[config.mk]
export PLATFORM = sky130hd
export DESIGN_NAME = logic_unit_seq
export DESIGN_NICKNAME = d
export VERILOG_FILES = /design/src/rtl/logic_unit_seq.sv
export SDC_FILE = /design/constraint.sdc
export NUM_CORES = 1
export LEC_CHECK = 0
export CORE_ASPECT_RATIO = 0.7
export CORE_MARGIN = 2
export CORE_UTILIZATION = 50
export DETAILED_ROUTE_END_ITERATION = 8
export GPL_TIMING_DRIVEN = 0
export PLACE_DENSITY = 0.75
export SETUP_SLACK_MARGIN = 0.1
export SYNTH_ARGS = -nofsm -noshare
export SYNTH_HDL_FRONTEND = slang
export SYNTH_SLANG_ARGS = --single-unit
[constraint.sdc]
create_clock -name clk -period 4.41 [get_ports clk]
set_input_delay 0.882 -clock clk [delete_from_list [all_inputs] [get_ports clk]]
set_output_delay 0.882 -clock clk [all_outputs]
set_load 0.05 [all_outputs]
[src/rtl/logic_unit_seq.sv]
// logic_unit_seq: multi-cycle AND/OR/XOR/NOR unit, one SLICE-bit chunk per clock, start/busy/done handshake
// Ports: clk, reset_n (async active-low), start, op (00 AND, 01 OR, 10 XOR, 11 NOR), a, b,
//        busy (BUSY or DONE), done (one-cycle pulse), result (held until next completion),
//        zero (result == 0, only when LOGIC_UNIT_ZERO_FLAG_EN is defined)
module logic_unit_seq #(
  parameter int WIDTH = 32,
  parameter int SLICE = 8
) (
  input  logic             clk,
  input  logic             reset_n,
  input  logic             start,
  input  logic [1:0]       op,
  input  logic [WIDTH-1:0] a,
  input  logic [WIDTH-1:0] b,
  output logic             busy,
  output logic             done,
  output logic [WIDTH-1:0] result
`ifdef LOGIC_UNIT_ZERO_FLAG_EN
  ,
  output logic             zero
`endif
);
  localparam int NSLICE = WIDTH / SLICE;
  localparam int IW = NSLICE > 1 ? $clog2(NSLICE) : 1;
  typedef enum logic [1:0] {IDLE, BUSY, DONE} state_t;
  state_t state_q, state_d;
  logic [IW-1:0] idx_q, idx_d;
  logic [1:0] op_q, op_d;
  logic [WIDTH-1:0] a_q, a_d, b_q, b_d, acc_q, acc_d, res_q, res_d;
  logic [SLICE-1:0] sa, sb, sf;
`ifdef LOGIC_UNIT_ZERO_FLAG_EN
  logic zero_q, zero_d;
`endif
  always_comb begin
    sa = a_q[idx_q*SLICE +: SLICE];
    sb = b_q[idx_q*SLICE +: SLICE];
    sf = op_q == 2'b00 ? sa & sb : op_q == 2'b01 ? sa | sb : op_q == 2'b10 ? sa ^ sb : ~(sa | sb);
    state_d = state_q;
    idx_d = idx_q;
    op_d = op_q;
    a_d = a_q;
    b_d = b_q;
    acc_d = acc_q;
    res_d = res_q;
`ifdef LOGIC_UNIT_ZERO_FLAG_EN
    zero_d = zero_q;
`endif
    if (state_q == IDLE) begin
      if (start) begin
        a_d = a;
        b_d = b;
        op_d = op;
        acc_d = '0;
        idx_d = '0;
        state_d = BUSY;
      end
    end else if (state_q == BUSY) begin
      acc_d[idx_q*SLICE +: SLICE] = sf;
      idx_d = idx_q + 1'b1;
      if (idx_q == IW'(NSLICE - 1)) begin
        idx_d = '0;
        res_d = acc_d;
`ifdef LOGIC_UNIT_ZERO_FLAG_EN
        zero_d = acc_d == '0;
`endif
        state_d = DONE;
      end
    end else begin
      state_d = IDLE;
    end
  end
  always_ff @(posedge clk or negedge reset_n) begin
    if (!reset_n) begin
      state_q <= IDLE;
      idx_q <= '0;
      op_q <= '0;
      a_q <= '0;
      b_q <= '0;
      acc_q <= '0;
      res_q <= '0;
`ifdef LOGIC_UNIT_ZERO_FLAG_EN
      zero_q <= 1'b1;
`endif
    end else begin
      state_q <= state_d;
      idx_q <= idx_d;
      op_q <= op_d;
      a_q <= a_d;
      b_q <= b_d;
      acc_q <= acc_d;
      res_q <= res_d;
`ifdef LOGIC_UNIT_ZERO_FLAG_EN
      zero_q <= zero_d;
`endif
    end
  end
  assign busy = state_q != IDLE;
  assign done = state_q == DONE;
  assign result = res_q;
`ifdef LOGIC_UNIT_ZERO_FLAG_EN
  assign zero = zero_q;
`endif
endmodule
==> results.txt <==
* Largest family of logic cells by synthesized area: multiplexers
- The slowest stage of the critical path belongs to the cell mux4_2.
- Family of cells with the greatest summed delay on the critical path: multiplexers
- The flow ran to the end, and the final reports show no timing, DRC or antenna violations.
* Mux share of post-synthesis cell area: 20.0%
- Static Leak: 3.59 nW
- Detailed placement ended at an HPWL of between 10 and 15 mm.
- After detailed routing, the number of remaining DRC violations is 0.
- Counting cells, the worst reg-to-reg path comes to 7.
* Routed wirelength normalized by instance count: approximately 21 um
- The number of hold buffers added after CTS was 0.
* Synth-to-layout area growth: 28.3%
* Switching power summed over all nets: 2.93 mW
- Summing internal, switching and leakage power gives between 7 and 8 mW.
- Number of vias after detailed routing: ~4300
- The number of buffers and inverters on the critical path is 3.
- Hold WC Path Type: in2async
* Crit-path cells: buf_2, buf_1, mux4_2, inv_1, ha_1, mux4_2, a221o_2
- The detailed router finished its first iteration with 244 violations.
* Wl on met1: between 6 and 7 mm
* Number of global-route vias before repair: 4603
* Worst Setup End Kind: flop
* # resized after CTS: 0
- STA puts the critical path data required time at around 4700 ps.
- Of all nets on the critical path, the largest fanout is 10.
- The first TritonRoute pass finished after 5 iterations.
- The worst register-to-register path begins at idx_q[1].
- Global routing used about a quarter of the available tracks across all layers.
- Met3 wire len: 963 um
- Yosys top cell by area: dfrtp_1
- Cell area after technology mapping: between 6000 and 7000 um2
* DRT antenna net count: 0
- Routability congestion estimate from global placement: 0.806
- Share of synthesized cell area in full adder, half adder and majority cells: roughly 6%
* Wirelength, routed: between 15 and 20 mm
- The initial antenna violation count is 0.
* Final setup skew: ~8.7 ps
- Peak VDD IR: 529 uV
- Count of distinct cell types in the synthesized netlist: 29
* Power density over the cells: about 850 nW/um2
* Clk pin slew, worst setup/hold paths: 60 ps
* Max Transition Viols Final: 0
- Area share of and/or/nand/nor cells after synthesis: 7.63%
- The worst setup path is of the reg2reg kind.
* XOR/XNOR share of the synthesized area: 0%
- Maximum capacitance violations: 0
* CORE AREA: 12500 um2
- Via count normalized by instance count: around 5.8
- Largest net degree at the start of global routing: 75
- Final worst path period share: between 70% and 80%
- Count of pins on the block boundary: approximately 100
* Buffer levels on the longest clock path: 2
* Endpoints failing hold: 0
- Congestion Overflow GR: 0
- Fillers: between 900 and 1000
- Unrepaired setup endpoints after global routing: false
* Fraction of power spent switching nets: between 40% and 50%
- Top cells by area in the synthesized netlist: dfrtp_1, mux2_2, mux4_2, ha_1, a22o_1
- Of the post-synthesis cell area, the dominant cell type holds 52.2%.
* Die span in x: ~140 um
- Part of the power in registers: ~30%
- The largest single stage delay on the critical path is about 600 ps.
- Synthesis inferred 134 register bits.
- In this run the critical register-to-register path is captured at result[13].
- The die is just under 100 um tall.
* Num CTS Buffers: 17
* Minimum clock period after layout: roughly 3100 ps
- The initial utilization of the core area, before any placement, comes to approximately half.
- Combinational fraction of design power: around half
- Fmax: between 0.3 and 0.4 GHz
- CP arrival: 3440 ps
* Syn avg cell area: about 15 um2
* Net total in the final layout: between 600 and 700
* Die outline area: around 14000 um2
- CP dominant cell by count: mux4_2
- After synthesis, flip-flops and latches occupy between 50 and 60% of the total area.
- Critical path startpoint category: flop
* Row cnt: 34
- Adding up every negative setup slack in the final design gives 0 ps.
- Synthesis warning total: 0
- Net count of the mapped netlist: ~540
- Clock share of power: approximately a fifth
- Number of buffers inserted to repair setup after CTS: 0
* Share of post-route cells with drive strength above 1: approximately 28%
- Counting every instance in the synthesized netlist gives approximately 440.
- The repair_antennas step left the layout with diodes totalling 0.
- Later-pin clock latency in the skew report: ~410 ps
- Count of input and output buffers: 102
- Compound-gate portion of the synthesized area: between 10 and 15%
- Count of H-tree levels built during CTS: 4
- TritonCTS built the clock tree.
- Worst reg2reg setup slack: 1260 ps
- Final setup violating endpoints: 0
- Clock tree synthesis selected as its root buffer the cell clkbuf_16.
- The worst pin sits at a relative slew slack of just under 60%.
* First-pass GRT wire length: approximately 25 mm
* Worst-Margin Slew: ~620 ps
* Highest metal layer with signal wires: met4
* Sinks on Clock Net: ~130
* Power Internal: 4.08 mW
- Wire segments on met2 add up to a little over 7 mm in the final route.
-- power by group through the flow --
stage	sequential [mW]	combinational [mW]	clock [mW]
after floorplan	2.47	2.02	0
after global placement	2.06	3.45	0
after detailed placement	2.09	3.55	0
after CTS	2.08	3.60	1.36
after global routing	2.15	3.85	1.42
final	2.08	3.59	1.35
-- worst reg2reg max path, delay by kind of cell, from the launching register on --
| family | cells | cell delay (ps) |
|---|---|---|
| muxes | 2 | 1070 |
| DFF | 1 | 410 |
| AOI/OAI and AO/OA | 1 | 410 |
| adders and majority gates | 1 | 230 |
| buffers and inverters | 3 | 930 |
-- cell usage after synthesis --
master	instances
a21o_1	4
a21oi_1	1
a221o_1	24
a221o_2	8
a22o_1	32
buf_1	2
buf_2	12
buf_4	9
clkbuf_1	3
dfrtp_1	134
ha_1	30
inv_1	29
inv_2	1
mux2_2	66
mux4_2	24
nand2_1	9
nand2b_1	1
nand2b_2	1
nand3b_1	2
nand3b_4	1
nor2_1	1
nor2b_1	1
nor3_4	4
nor3b_1	32
nor4_4	4
o21ai_0	1
o21bai_1	1
o31ai_1	1
or2_2	1
-- logic make-up after synthesis --
| logic type | after synthesis |
|---|---|
| AO/OA/AOI/OAI | 72 |
| adder cells (fa/ha/maj) | 30 |
| buffers and inverters | 56 |
| flip-flops | 134 |
| multiplexers | 90 |
| AND/OR/NAND/NOR | 57 |
-- metal layers --
metal / up-vias / track usage (%)
met5: - / 0
met1: 2232 / 34.1
met3: 8 / 5.69
li1: 1910 / -
met4: 0 / 7.77
met2: 151 / 36.6
-- stage by stage --
step           setup slack (ps)  instance area, um2  utilization, %  std cells  hold slack [ps]
6_report                   1260                8240            66.1        736              446
5_1_grt                    1140                8240            66.1        736              488
4_1_cts                    1240                8240            66.1        736              469
3_5_place_dp               1260                7680            61.6        704              476
3_3_place_gp              -2540                7650            61.4        703              474
2_1_floorplan              1730                6430               -        439              458
-- cell usage in the layout (no fill, tap or decap), types with 6 or more instances in the layout --
| cell type | netlist | final |
|---|---|---|
| mux4_2 | 24 | 24 |
| clkbuf_16 | 0 | 17 |
| buf_4 | 9 | 9 |
| buf_2 | 12 | 12 |
| nor3b_1 | 32 | 32 |
| a221o_2 | 8 | 8 |
| mux2_2 | 66 | 66 |
| a22o_1 | 32 | 32 |
| clkbuf_1 | 3 | 6 |
| inv_1 | 29 | 29 |
| dfrtp_1 | 134 | 134 |
| clkdlybuf4s50_1 | 0 | 101 |
| ha_1 | 30 | 30 |
| nand2_1 | 9 | 9 |
| a221o_1 | 24 | 24 |
-- registers in the layout, summed over array words and instances (netlist names) --
signal,flops
a_q,32
acc_q,32
b_q,32
result,32
idx_q,2
op_q,2
state_q,2
-- how the worst max path moves through the flow --
stage             start  slack, ps  depth (start not counted)    endpoint
2_1_floorplan  idx_q[0]       1730                          6  result[15]
3_3_place_gp    reset_n      -2540                          1     b_q[24]
3_5_place_dp   idx_q[1]       1260                          7  result[12]
4_1_cts        idx_q[1]       1240                          7  result[12]
5_1_grt        idx_q[1]       1140                          7  result[15]
6_report       idx_q[1]       1260                          7  result[13]
-- final cells by class --
cell class | count | area (um2) | area share (%)
well taps | 162 | 203 | 2.46
plain buffers | 26 | 146 | 1.78
flip-flops and latches | 134 | 3350 | 40.7
repair buffers | 103 | 1050 | 12.7
clock buffers | 24 | 492 | 5.96
multi-input cells | 249 | 2820 | 34.1
clock inverters | 8 | 72.6 | 0.880
inverters | 30 | 113 | 1.37
Note: power is estimated with default switching activity, not from simulation.
